## src/rtl/ucode_sequencer.sv

```systemverilog
// Micro-op sequencer between iFetch and decode: passes ordinary instructions through and
// expands each MUL macro into STEPS MSTEP micro-ops followed by one MFIN.
module ucode_sequencer #(
    parameter logic [6:0]  MUL_OPC  = 7'b0010110,
    parameter logic [6:0]  STEP_OPC = 7'b0010111,
    parameter logic [6:0]  FIN_OPC  = 7'b0011000,
    parameter int unsigned STEPS    = 16
) (
    input  logic        clk,
    input  logic        rst,
    input  logic [31:0] instr_in,
    input  logic        instr_valid,
    input  logic [31:0] pc_in,
    input  logic        issue_ready,
    input  logic        flush,
    output logic [31:0] uop_out,
    output logic        uop_valid,
    output logic        control,
    output logic [4:0]  step_idx
);

    typedef enum logic [1:0] {StPass, StSeq, StFin} state_e;

    localparam logic [4:0] LastStep = 5'(STEPS - 1);

    state_e      state_q, state_d;
    logic [4:0]  step_q, step_d;
    logic        guard_q, guard_d;
    logic [4:0]  rd_q, rd_d, rs1_q, rs1_d, rs2_q, rs2_d;
    logic [31:0] mpc_q, mpc_d;

    logic is_mul, pc_eq, blocked, detect;

    assign is_mul  = instr_in[31:25] == MUL_OPC;
    assign pc_eq   = pc_in == mpc_q;
    // iFetch keeps showing the finished MUL until it leaves its ucode state
    assign blocked = (state_q == StPass) && instr_valid && is_mul && guard_q && pc_eq;
    assign detect  = (state_q == StPass) && instr_valid && is_mul && !flush &&
                     !(guard_q && pc_eq);

    always_ff @(posedge clk) begin
        if (rst) begin
            state_q <= StPass;
            step_q  <= 5'd0;
            guard_q <= 1'b0;
            rd_q    <= 5'd0;
            rs1_q   <= 5'd0;
            rs2_q   <= 5'd0;
            mpc_q   <= 32'd0;
        end else begin
            state_q <= state_d;
            step_q  <= step_d;
            guard_q <= guard_d;
            rd_q    <= rd_d;
            rs1_q   <= rs1_d;
            rs2_q   <= rs2_d;
            mpc_q   <= mpc_d;
        end
    end

    always_comb begin
        state_d   = state_q;
        step_d    = step_q;
        guard_d   = guard_q;
        rd_d      = rd_q;
        rs1_d     = rs1_q;
        rs2_d     = rs2_q;
        mpc_d     = mpc_q;
        uop_out   = instr_in;
        uop_valid = 1'b0;
        control   = 1'b0;
        step_idx  = 5'd0;

        unique case (state_q)
            StPass: begin
                uop_valid = instr_valid;
                if (guard_q && !pc_eq) begin
                    guard_d = 1'b0;
                end
                if (flush) begin
                    uop_valid = 1'b0;
                    guard_d   = 1'b0;
                end else if (blocked) begin
                    uop_valid = 1'b0;
                end else if (detect) begin
                    control   = 1'b1;
                    uop_valid = 1'b0;
                    rd_d      = instr_in[24:20];
                    rs1_d     = instr_in[19:15];
                    rs2_d     = instr_in[14:10];
                    mpc_d     = pc_in;
                    step_d    = 5'd0;
                    guard_d   = 1'b0;
                    state_d   = StSeq;
                end
            end
            StSeq: begin
                uop_out   = {STEP_OPC, rd_q, rs1_q, rs2_q, 5'd0, step_q};
                uop_valid = 1'b1;
                control   = 1'b1;
                step_idx  = step_q;
                if (flush) begin
                    uop_valid = 1'b0;
                    step_d    = 5'd0;
                    guard_d   = 1'b0;
                    state_d   = StPass;
                end else if (issue_ready) begin
                    if (step_q == LastStep) begin
                        state_d = StFin;
                    end else begin
                        step_d = step_q + 5'd1;
                    end
                end
            end
            StFin: begin
                uop_out   = {FIN_OPC, rd_q, rs1_q, rs2_q, 10'd0};
                uop_valid = 1'b1;
                control   = 1'b1;
                if (flush) begin
                    uop_valid = 1'b0;
                    step_d    = 5'd0;
                    guard_d   = 1'b0;
                    state_d   = StPass;
                end else if (issue_ready) begin
                    step_d  = 5'd0;
                    guard_d = 1'b1;
                    state_d = StPass;
                end
            end
            default: state_d = StPass;
        endcase

        // Nothing leaves the block while reset is held
        if (rst) begin
            uop_out   = 32'd0;
            uop_valid = 1'b0;
            control   = 1'b0;
            step_idx  = 5'd0;
        end
    end

endmodule

```

## config.mk

```make
export PLATFORM = sky130hd
export DESIGN_NAME = ucode_sequencer
export DESIGN_NICKNAME = d
export VERILOG_FILES = /design/src/rtl/ucode_sequencer.sv
export SDC_FILE = /design/constraint.sdc
export NUM_CORES = 1
export LEC_CHECK = 0
export CAP_MARGIN = 20
export CELL_PAD_IN_SITES_DETAIL_PLACEMENT = 1
export CELL_PAD_IN_SITES_GLOBAL_PLACEMENT = 2
export CORE_MARGIN = 3
export CORE_UTILIZATION = 29
export CTS_BUF_LIST = sky130_fd_sc_hd__clkbuf_8
export CTS_CLUSTER_DIAMETER = 30
export CTS_CLUSTER_SIZE = 16
export DETAILED_ROUTE_END_ITERATION = 10
export PLACE_DENSITY = 0.95
export SLEW_MARGIN = 20
export SYNTH_ARGS = -nofsm -noshare
export SYNTH_HDL_FRONTEND = slang
export SYNTH_SLANG_ARGS = --single-unit
```

## constraint.sdc

```tcl
create_clock -name clk -period 4.33 [get_ports clk]
set_input_delay 0.433 -clock clk [delete_from_list [all_inputs] [get_ports clk]]
set_output_delay 0.433 -clock clk [all_outputs]
set_load 0.03 [all_outputs]
```

After elaboration in Yosys (flattened, before gate mapping)

Cells that the tools add are included.

Register bits: 55
Input bits: 69
Memory bits (read-only): 0
Logic and storage cells: 82
Memories kept: 0
RAM bits: 0
Bits in latches: 0
Output and inout port bits: 39

Bitwise operators: 2
Equal/unequal tests: 13
Divide/modulo/power cells: 0
Multipliers: 0
Shifts and indexed selects: 0
$add $sub $neg: 1
Muxes and demuxes: 41
Magnitude comparators: 0
Reduce and logical (&&, ||, !) cells: 18

Operators by type and width:

| kind                | number |
|---|---|
| $pmux 32 s2         | 1 |
| $mux 5              | 10 |
| $eq 32x32->1        | 1 |
| $mux 32             | 1 |
| $mux 1              | 16 |
| $mux 2              | 8 |
| $pmux 5 s3          | 1 |
| $ne 3x3->1 const B  | 4 |
| $logic_and 1x1->1   | 8 |
| $ne 2x2->1 const B  | 4 |
| $eq 7x5->1 const B  | 1 |
| $reduce_and 7->1    | 1 |
| $pmux 2 s3          | 1 |
| $reduce_and 6->1    | 1 |
| $add 5x1->5 const B | 1 |
| $eq 5x4->1 const B  | 1 |
| $pmux 1 s2          | 2 |
| $reduce_and 4->1    | 1 |
| $logic_not 1->1     | 3 |
| $pmux 1 s3          | 1 |
| $reduce_and 3->1    | 1 |
| $reduce_bool 3->1   | 1 |
| $eq 2x1->1 const B  | 1 |
| $eq 2x2->1 const B  | 1 |
| 3 further kinds     | 4 |

Logic depth before layout (Yosys ltp)

Gate-level depths: netlist of run 1.

Word-level depth: 10
Depth in mapped cells: 9
Mapped depth without buffers: 8

Worst setup path after synthesis of run 1

Ideal clock, no wire load.

Path kind: input to output
Start point: in instr_in[31]
End point: out control
Data arrival time: 2439 ps
Data required time: 3897 ps
Buffers on the path: 2
Stages on the path: 8
Path slack: 1458 ps
Cell sequence: nand4bb_1 -> nor4b_2 -> nand3_1 -> a311oi_2 -> buf_6 -> buf_8 -> nor2_1 -> nor3_1

Word-level cells in the longest chain between the ends: 9
Elaborated cells on any way between the ends: 11
Classes of those cells: eq/ne (1); mux (5); reduce/logical (5)

Ends and longest elaborated chain:

| element                         | RTL line | RTL |
|---|---|---|
| start, declared                 | 11       | `input logic [31:0] instr_in,` |
| $eq 7x5->1 *                    | 34       | `assign is_mul = instr_in[31:25] == MUL_OPC;` |
| $logic_and 1x1->1 *             | 37, 38   |  |
| $logic_and 1x1->1 (2 in series) | 38       | `assign detect = (state_q == StPass) && instr_valid && is_mul && !flush &&` |
| $mux 1                          | 85       | `end else if (detect) begin` |
| $mux 1 *                        | 83       | `end else if (blocked) begin` |
| $mux 1 *                        | 80       | `if (flush) begin` |
| $pmux 1 s2 *                    | 74       | `unique case (state_q)` |
| $mux 1 *                        | 134      | `if (rst) begin` |
| end, declared                   | 18       | `output logic control,` |

Every way passes the cells marked *; elsewhere a longest branch is shown, timed or not.

Worst setup path after layout of run 1

Start point: reg state_q[0]
End point: out uop_out[18]

Word-level cells in the longest chain between the ends: 3
Elaborated cells on any way between the ends: 4
Classes of those cells: eq/ne (2); mux (2)

Ends and longest elaborated chain:

| element                                  | RTL line | RTL |
|---|---|---|
| start, declared                          | 26       | `state_e state_q, state_d;` |
| start signal, assigned                   | 43       | `state_q <= StPass;` |
| start signal, assigned                   | 51       | `state_q <= state_d;` |
| $eq 2x2->1 or $eq 2x1->1 (tied branches) | 74       |  |
| $pmux 32 s2 *                            | 74       |  |
| $mux 32 *                                | 134      |  |
| end, declared                            | 16       | `output logic [31:0] uop_out,` |

Marks and branches as above.

==> results of run 1 <==
-- registers in the layout, summed over array words and instances (netlist names) --
name     flops
mpc_q       32
step_q       5
guard_q      1
rs2_q        5
state_q      2
rd_q         5
rs1_q        5
-- layout by cell type (no fill, tap or decap), drive strengths merged, types with 2 or more instances in the layout --
cell type,count
a21oi,5
a22o,16
a311oi,2
and2,8
and3,2
buf,4
clkbuf,5
clkdlybuf4s50,106
dfxtp,55
ha,7
inv,12
mux2i,48
nand2,3
nand2b,4
nand3,2
nand4,6
nor2,56
nor3,7
nor4,2
nor4b,2
o21ai,4
o22a,5
o31ai,3
o32ai,4
or3,5
or3b,2
xnor2,28
xor2,4
-- stage by stage --
step                total power [mW]   util  setup WS [ns]
finish                          1.11  0.430          0.553
detailed placement             0.843  0.422          0.857
global route                    1.16  0.430          0.311
CTS                             1.13  0.430          0.488
global placement               0.836  0.422          0.944
floorplan                      0.686      -           1.46
-- power breakdown --
part           internal [mW]  switching, mW  leakage, nW  total (mW)
Combinational          0.155          0.165        0.931       0.320
Clock                  0.111          0.168       0.0453       0.279
Sequential             0.508        0.00226        0.443       0.510
Total                  0.774          0.335         1.42        1.11
-- layout make-up --
type                            count  area (um^2)  area share
Tap cell                          133          166      0.0390
Clock buffer                        5         68.8      0.0161
Multi-Input combinational cell    239         1780       0.418
Clock inverter                      3         16.3     0.00382
Sequential cell                    55         1100       0.258
Timing Repair Buffer              110         1090       0.255
Inverter                           11         41.3     0.00969
-- cell families after synthesis --
family	Yosys count	synth area share
and+or+nand+nor	105	0.178
buffers and inverters	29	0.0486
adders and majority gates	7	0.0291
xor gates and xnor gates	32	0.0931
muxes	48	0.160
AOI/OAI and AO/OA	47	0.126
DFF	55	0.366
-- worst register-to-register path, cell delays in order (launching register included) --
cell      delay, ns
dfxtp_1        0.40
inv_1          0.11
ha_1           0.27
nor2_1         0.26
o31ai_1        0.16
a311oi_1       0.51
o21ai_1        0.28
o41ai_1        0.32
-- worst max-delay path by stage --
| stage | from | cells past startpoint | to | slack, ns |
|---|---|---|---|---|
| after CTS | state_q[0]$_SDFFE_PP0P_ | 5 | uop_out[18] | 0.49 |
| after floorplan | instr_in[31] | 8 | control | 1.46 |
| after global placement | state_q[0]$_SDFFE_PP0P_ | 5 | uop_out[18] | 0.94 |
| after detailed placement | state_q[0]$_SDFFE_PP0P_ | 5 | uop_out[18] | 0.86 |
| after global routing | state_q[0]$_SDFFE_PP0P_ | 5 | uop_out[18] | 0.31 |
| final | state_q[0]$_SDFFE_PP0P_ | 5 | uop_out[18] | 0.55 |
-- per-layer routing --
| metal | vias up | GRT usage |
|---|---|---|
| li1 | 1337 | - |
| met1 | 1298 | 0.165 |
| met2 | 62 | 0.273 |
| met3 | 4 | 0.0402 |
| met4 | 0 | 0.0216 |
| met5 | - | 0 |
==> results_dict.tcl, run 1 <==
set metrics [dict create \
    status "completed" \
    yosysMostFrequentCell "nor2_1" \
    grt_max_degree 66 \
    maxCapViolCount 0 \
    die_y_um 108 \
    fillers 1159 \
    wl_met3_um 454 \
    holdPathEnd "guard_q$_SDFFE_PP0P_" \
    worstRegToRegCells 7 \
    maxSlewViolCount 0 \
    cp.required_ns 3.90 \
    hold_viol 0 \
    top_layer_used "met4" \
    cts-resized-gates 0 \
    antenna_found_initial 0 \
    r2r_slack_ns 1.91 \
    cts.clk_slew.worst_paths_ns 0.10 \
    path_max_fanout 16 \
    routed-wl-met2_um 4410 \
    place_inst 548 \
    synth.area.top_cells "dfxtp_1 (37%), mux2i_1 (16%), xnor2_1 (8.1%)" \
    syn_area_per_cell_um2 9.32 \
    met1_length_um 3540 \
    num_vias 2701 \
    r2r_start "state_q[0]$_SDFFE_PP0P_" \
    clock.fmax_mhz 265 \
    cts_root_buf "clkbuf_8" \
    worstHoldPathCells 2 \
    drt_pass1_iterations 4 \
    hp-class "flop to flop" \
    synth_cells 323 \
    fin_tns_setup_ns 0 \
    drc 0 \
    hold_buffers 0 \
    synthTopCellsByCount "nor2_1 (56), dfxtp_1 (55), mux2i_1 (48)" \
    ys_warn_count 0 \
    leakagePower_nw 1.42 \
    fin_nets 498 \
    synth_flop_cell "dfxtp_1" \
    cts_buffers 5 \
    cp_num_buf_inv 2 \
    cts_tree "done" \
    drt_wl_total_um 8440 \
    core_um2 9910 \
    drive_gt1_frac 0.0426 \
    io_buffer_count 107 \
    overflow 0 \
    setup_viol 0 \
    crit_path_top_delay_cell "nor3b_2" \
    finalCritPeriodShare 0.872 \
    yosysTopAreaCellShare 0.366 \
    hold_ws_ns 0.499 \
    h-tree-depth 2 \
    async_reset_ff_frac 0 \
    io_pins 108 \
    worstHoldStart "guard_q$_SDFFE_PP0P_" \
    wire_per_inst_um 15.2 \
    crit_arrival_ns 3.34 \
    critPathLaunchType "flop" \
    diodes 0 \
    ys_ff_latch 55 \
    initial_core_util 0.304 \
    place_area_um2 4180 \
    end_kind "output pin" \
    syn_nets 399 \
    slew_headroom 0.317 \
    synth_area_um2 3010 \
    die-area_um2 11600 \
    skew_ns 0.00751 \
    globalplace.congestion 0.753 \
    synth_top_area_cell "dfxtp_1" \
    cpLargestDelayFamily "simple AND/OR/NAND/NOR gates" \
    die_w_um 108 \
    fin_area_um2 4260 \
    r2r-end "step_q[2]$_SDFFE_PP0P_" \
    instances_no_fill 556 \
    track_usage 0.145 \
    grt_pass1_vias 2895 \
    drt-initial-drc-count 86 \
    crit_chain "inv_1 -> ha_1 -> nor3b_2 -> a22o_1 -> clkdlybuf4s50_1" \
    synth_edf_count 0 \
    vias_per_cell 4.86 \
    ant_nets 0 \
    cts_setup_buffers 0 \
    clock-sinks 55 \
    slowest_delay_ns 0.92 \
    synth.distinct_cells 49 \
    clock_path_buffers 2 \
    ys_seq_area_frac 0.366 \
    post-dp-hpwl_um 6470 \
    area_growth_pct 41.7 \
    clk_latency_ns 0.30 \
    grt_pass1_wl_um 13800 \
    min_period_ns 3.78 \
    power_density_nw_per_um2 260 \
    grt_setup_unrepaired "no" \
    ir_drop_v 0.000151 \
    crit_type "flop to output pin" \
    worst_pin_slew_ns 1.02 \
    row_count 36 \
]
Note: power is estimated with default switching activity, not from simulation.
==> run 2, diff against run 1 <==
Settings changed: CORE_MARGIN 3 to 2, PLACE_DENSITY 0.95 to unset, PLACE_DENSITY_LB_ADDON set to 0.1.
==> run 2 against run 1 <==
  * Utilization down 0.62 points
  * Largest cell class unchanged
  * Clock power up 32%
  * Cell area up 1.3%
  * Register-to-register slack better by 0.08 ns
  * Critical path depth up 3
  * Power up 7.9%
  * Clock skew up 0.0062 ns
==> results_dict.tcl, run 2 (synthesis results as in run 1) <==
set metrics [dict create \
    crit_chain "clkdlybuf4s50_1 -> nand4bb_1 -> nor4b_2 -> nand3_1 -> a311oi_4 -> nor2_1 -> nor3_1 -> clkdlybuf4s50_1" \
    die_w_um 106 \
    worstHoldPathCells 1 \
    vias_per_cell 4.77 \
    path_max_fanout 4 \
    largest_register "mpc_q" \
    grt_pass1_wl_um 14300 \
    fillers 1197 \
    clock-sinks 55 \
    clock_path_buffers 2 \
    clock.fmax_mhz 301 \
    cts-resized-gates 0 \
    final_common_cell "clkdlybuf4s50_1" \
    grt_setup_unrepaired "no" \
    worstRegToRegCells 7 \
    cts_root_buf "clkbuf_8" \
    hold_viol 0 \
    cts_setup_buffers 0 \
    finalCritPeriodShare 0.767 \
    instances_no_fill 561 \
    place_inst 553 \
    slowest_delay_ns 0.70 \
    status "completed" \
    cts_buffers 5 \
    end_kind "output pin" \
    cts.clk_slew.worst_paths_ns 0.12 \
    slew_headroom 0.456 \
    grt_pass1_vias 2830 \
    ir_drop_v 0.000140 \
    antenna_found_initial 0 \
    cp_common_cell "clkdlybuf4s50_1" \
    worst_pin_slew_ns 0.815 \
    diodes 0 \
    crit_path_top_delay_cell "clkdlybuf4s50_1" \
    most-common-layout-cells "clkdlybuf4s50_1 (106), nor2_1 (56), dfxtp_1 (55), mux2i_1 (48), xnor2_1 (28)" \
    cts_tree "done" \
    crit_type "input pin to output pin" \
    skew_ns 0.0137 \
    drt_pass1_iterations 4 \
    largest_register_ffs 32 \
    drc 0 \
    core_um2 10200 \
    cpLargestDelayFamily "buffers and inverters" \
    overflow 0 \
    initial_core_util 0.295 \
    path_depth 8 \
    drt_wl_total_um 8600 \
    h-tree-depth 2 \
    die_y_um 106 \
    critPathLaunchType "input pin" \
    io_buffer_count 107 \
    cp.required_ns 3.90 \
    hp-class "flop to flop" \
    num_vias 2676 \
    area_growth_pct 43.5 \
    wire_per_inst_um 15.3 \
    cp_num_buf_inv 2 \
    ant_nets 0 \
    setup_viol 0 \
    leakagePower_nw 1.45 \
    drive_gt1_frac 0.0471 \
    power_density_nw_per_um2 277 \
    fin_tns_setup_ns 0 \
    io_pins 108 \
    hold_buffers 0 \
    die-area_um2 11200 \
    grt_max_degree 48 \
    crit_arrival_ns 2.89 \
    row_count 37 \
    track_usage 0.157 \
    clk_latency_ns 0.32 \
    globalplace.congestion 0.705 \
    min_period_ns 3.32 \
    post-dp-hpwl_um 6310 \
    maxCapViolCount 0 \
    maxSlewViolCount 0 \
    fin_nets 500 \
    drt-initial-drc-count 66 \
]
[run 2: worst reg2reg max path, delay by kind of cell (launching register included)]
family | cells | cell delay, ns
simple gates | 3 | 0.83
xor+xnor | 1 | 0.16
buf+inv | 1 | 0.39
mux | 1 | 0.30
compound gates | 1 | 0.18
flops | 1 | 0.35
[run 2: final timing paths]
check	end	start	slack [ns]
worst min-delay path	step_q[2]$_SDFFE_PP0P_	step_q[2]$_SDFFE_PP0P_	0.49
worst max-delay path	control	instr_in[31]	1.01
worst max register to register	rd_q[3]$_SDFFE_PP0P_	mpc_q[18]$_SDFFE_PP0P_	1.99
worst min register to register	step_q[2]$_SDFFE_PP0P_	step_q[2]$_SDFFE_PP0P_	0.49
[run 2: metrics by stage]
stage | hold slack (ns) | power (mW) | instance area, um^2 | setup slack, ns | util
2_1_floorplan | 0.438 | 0.686 | 3010 | 1.46 | -
3_3_place_gp | 0.465 | 0.841 | 4190 | 1.02 | 0.412
3_5_place_dp | 0.474 | 0.841 | 4190 | 0.983 | 0.412
4_1_cts | 0.493 | 1.22 | 4320 | 0.975 | 0.424
5_1_grt | 0.515 | 1.26 | 4320 | 0.761 | 0.424
6_report | 0.493 | 1.20 | 4320 | 1.01 | 0.424
[run 2: power by group]
| part | leakage, nW | total [mW] | switching, mW | internal [mW] |
|---|---|---|---|---|
| Combinational | 0.942 | 0.318 | 0.163 | 0.155 |
| Sequential | 0.443 | 0.510 | 0.00214 | 0.508 |
| Clock | 0.0611 | 0.369 | 0.191 | 0.178 |
| Total | 1.45 | 1.20 | 0.356 | 0.841 |
[run 2: per-layer routing]
layer	vias up	routed length (um)	global-route usage	part of all wire
met5	-	0	0	0
met4	0	58	0.0310	0.0067
met3	4	444	0.0439	0.052
met2	43	4280	0.270	0.50
met1	1283	3810	0.198	0.44
li1	1346	-	-	-
[run 2: final cells by class]
class                      instances  area [um^2]  share of cell area
timing repair buffer             112         1100               0.256
clock buffer                       5         68.8              0.0159
multi-input combinational        239         1780               0.412
tap                              136          170              0.0394
clock inverter                     3         55.1              0.0127
sequential                        55         1100               0.255
inverter                          11         41.3             0.00956
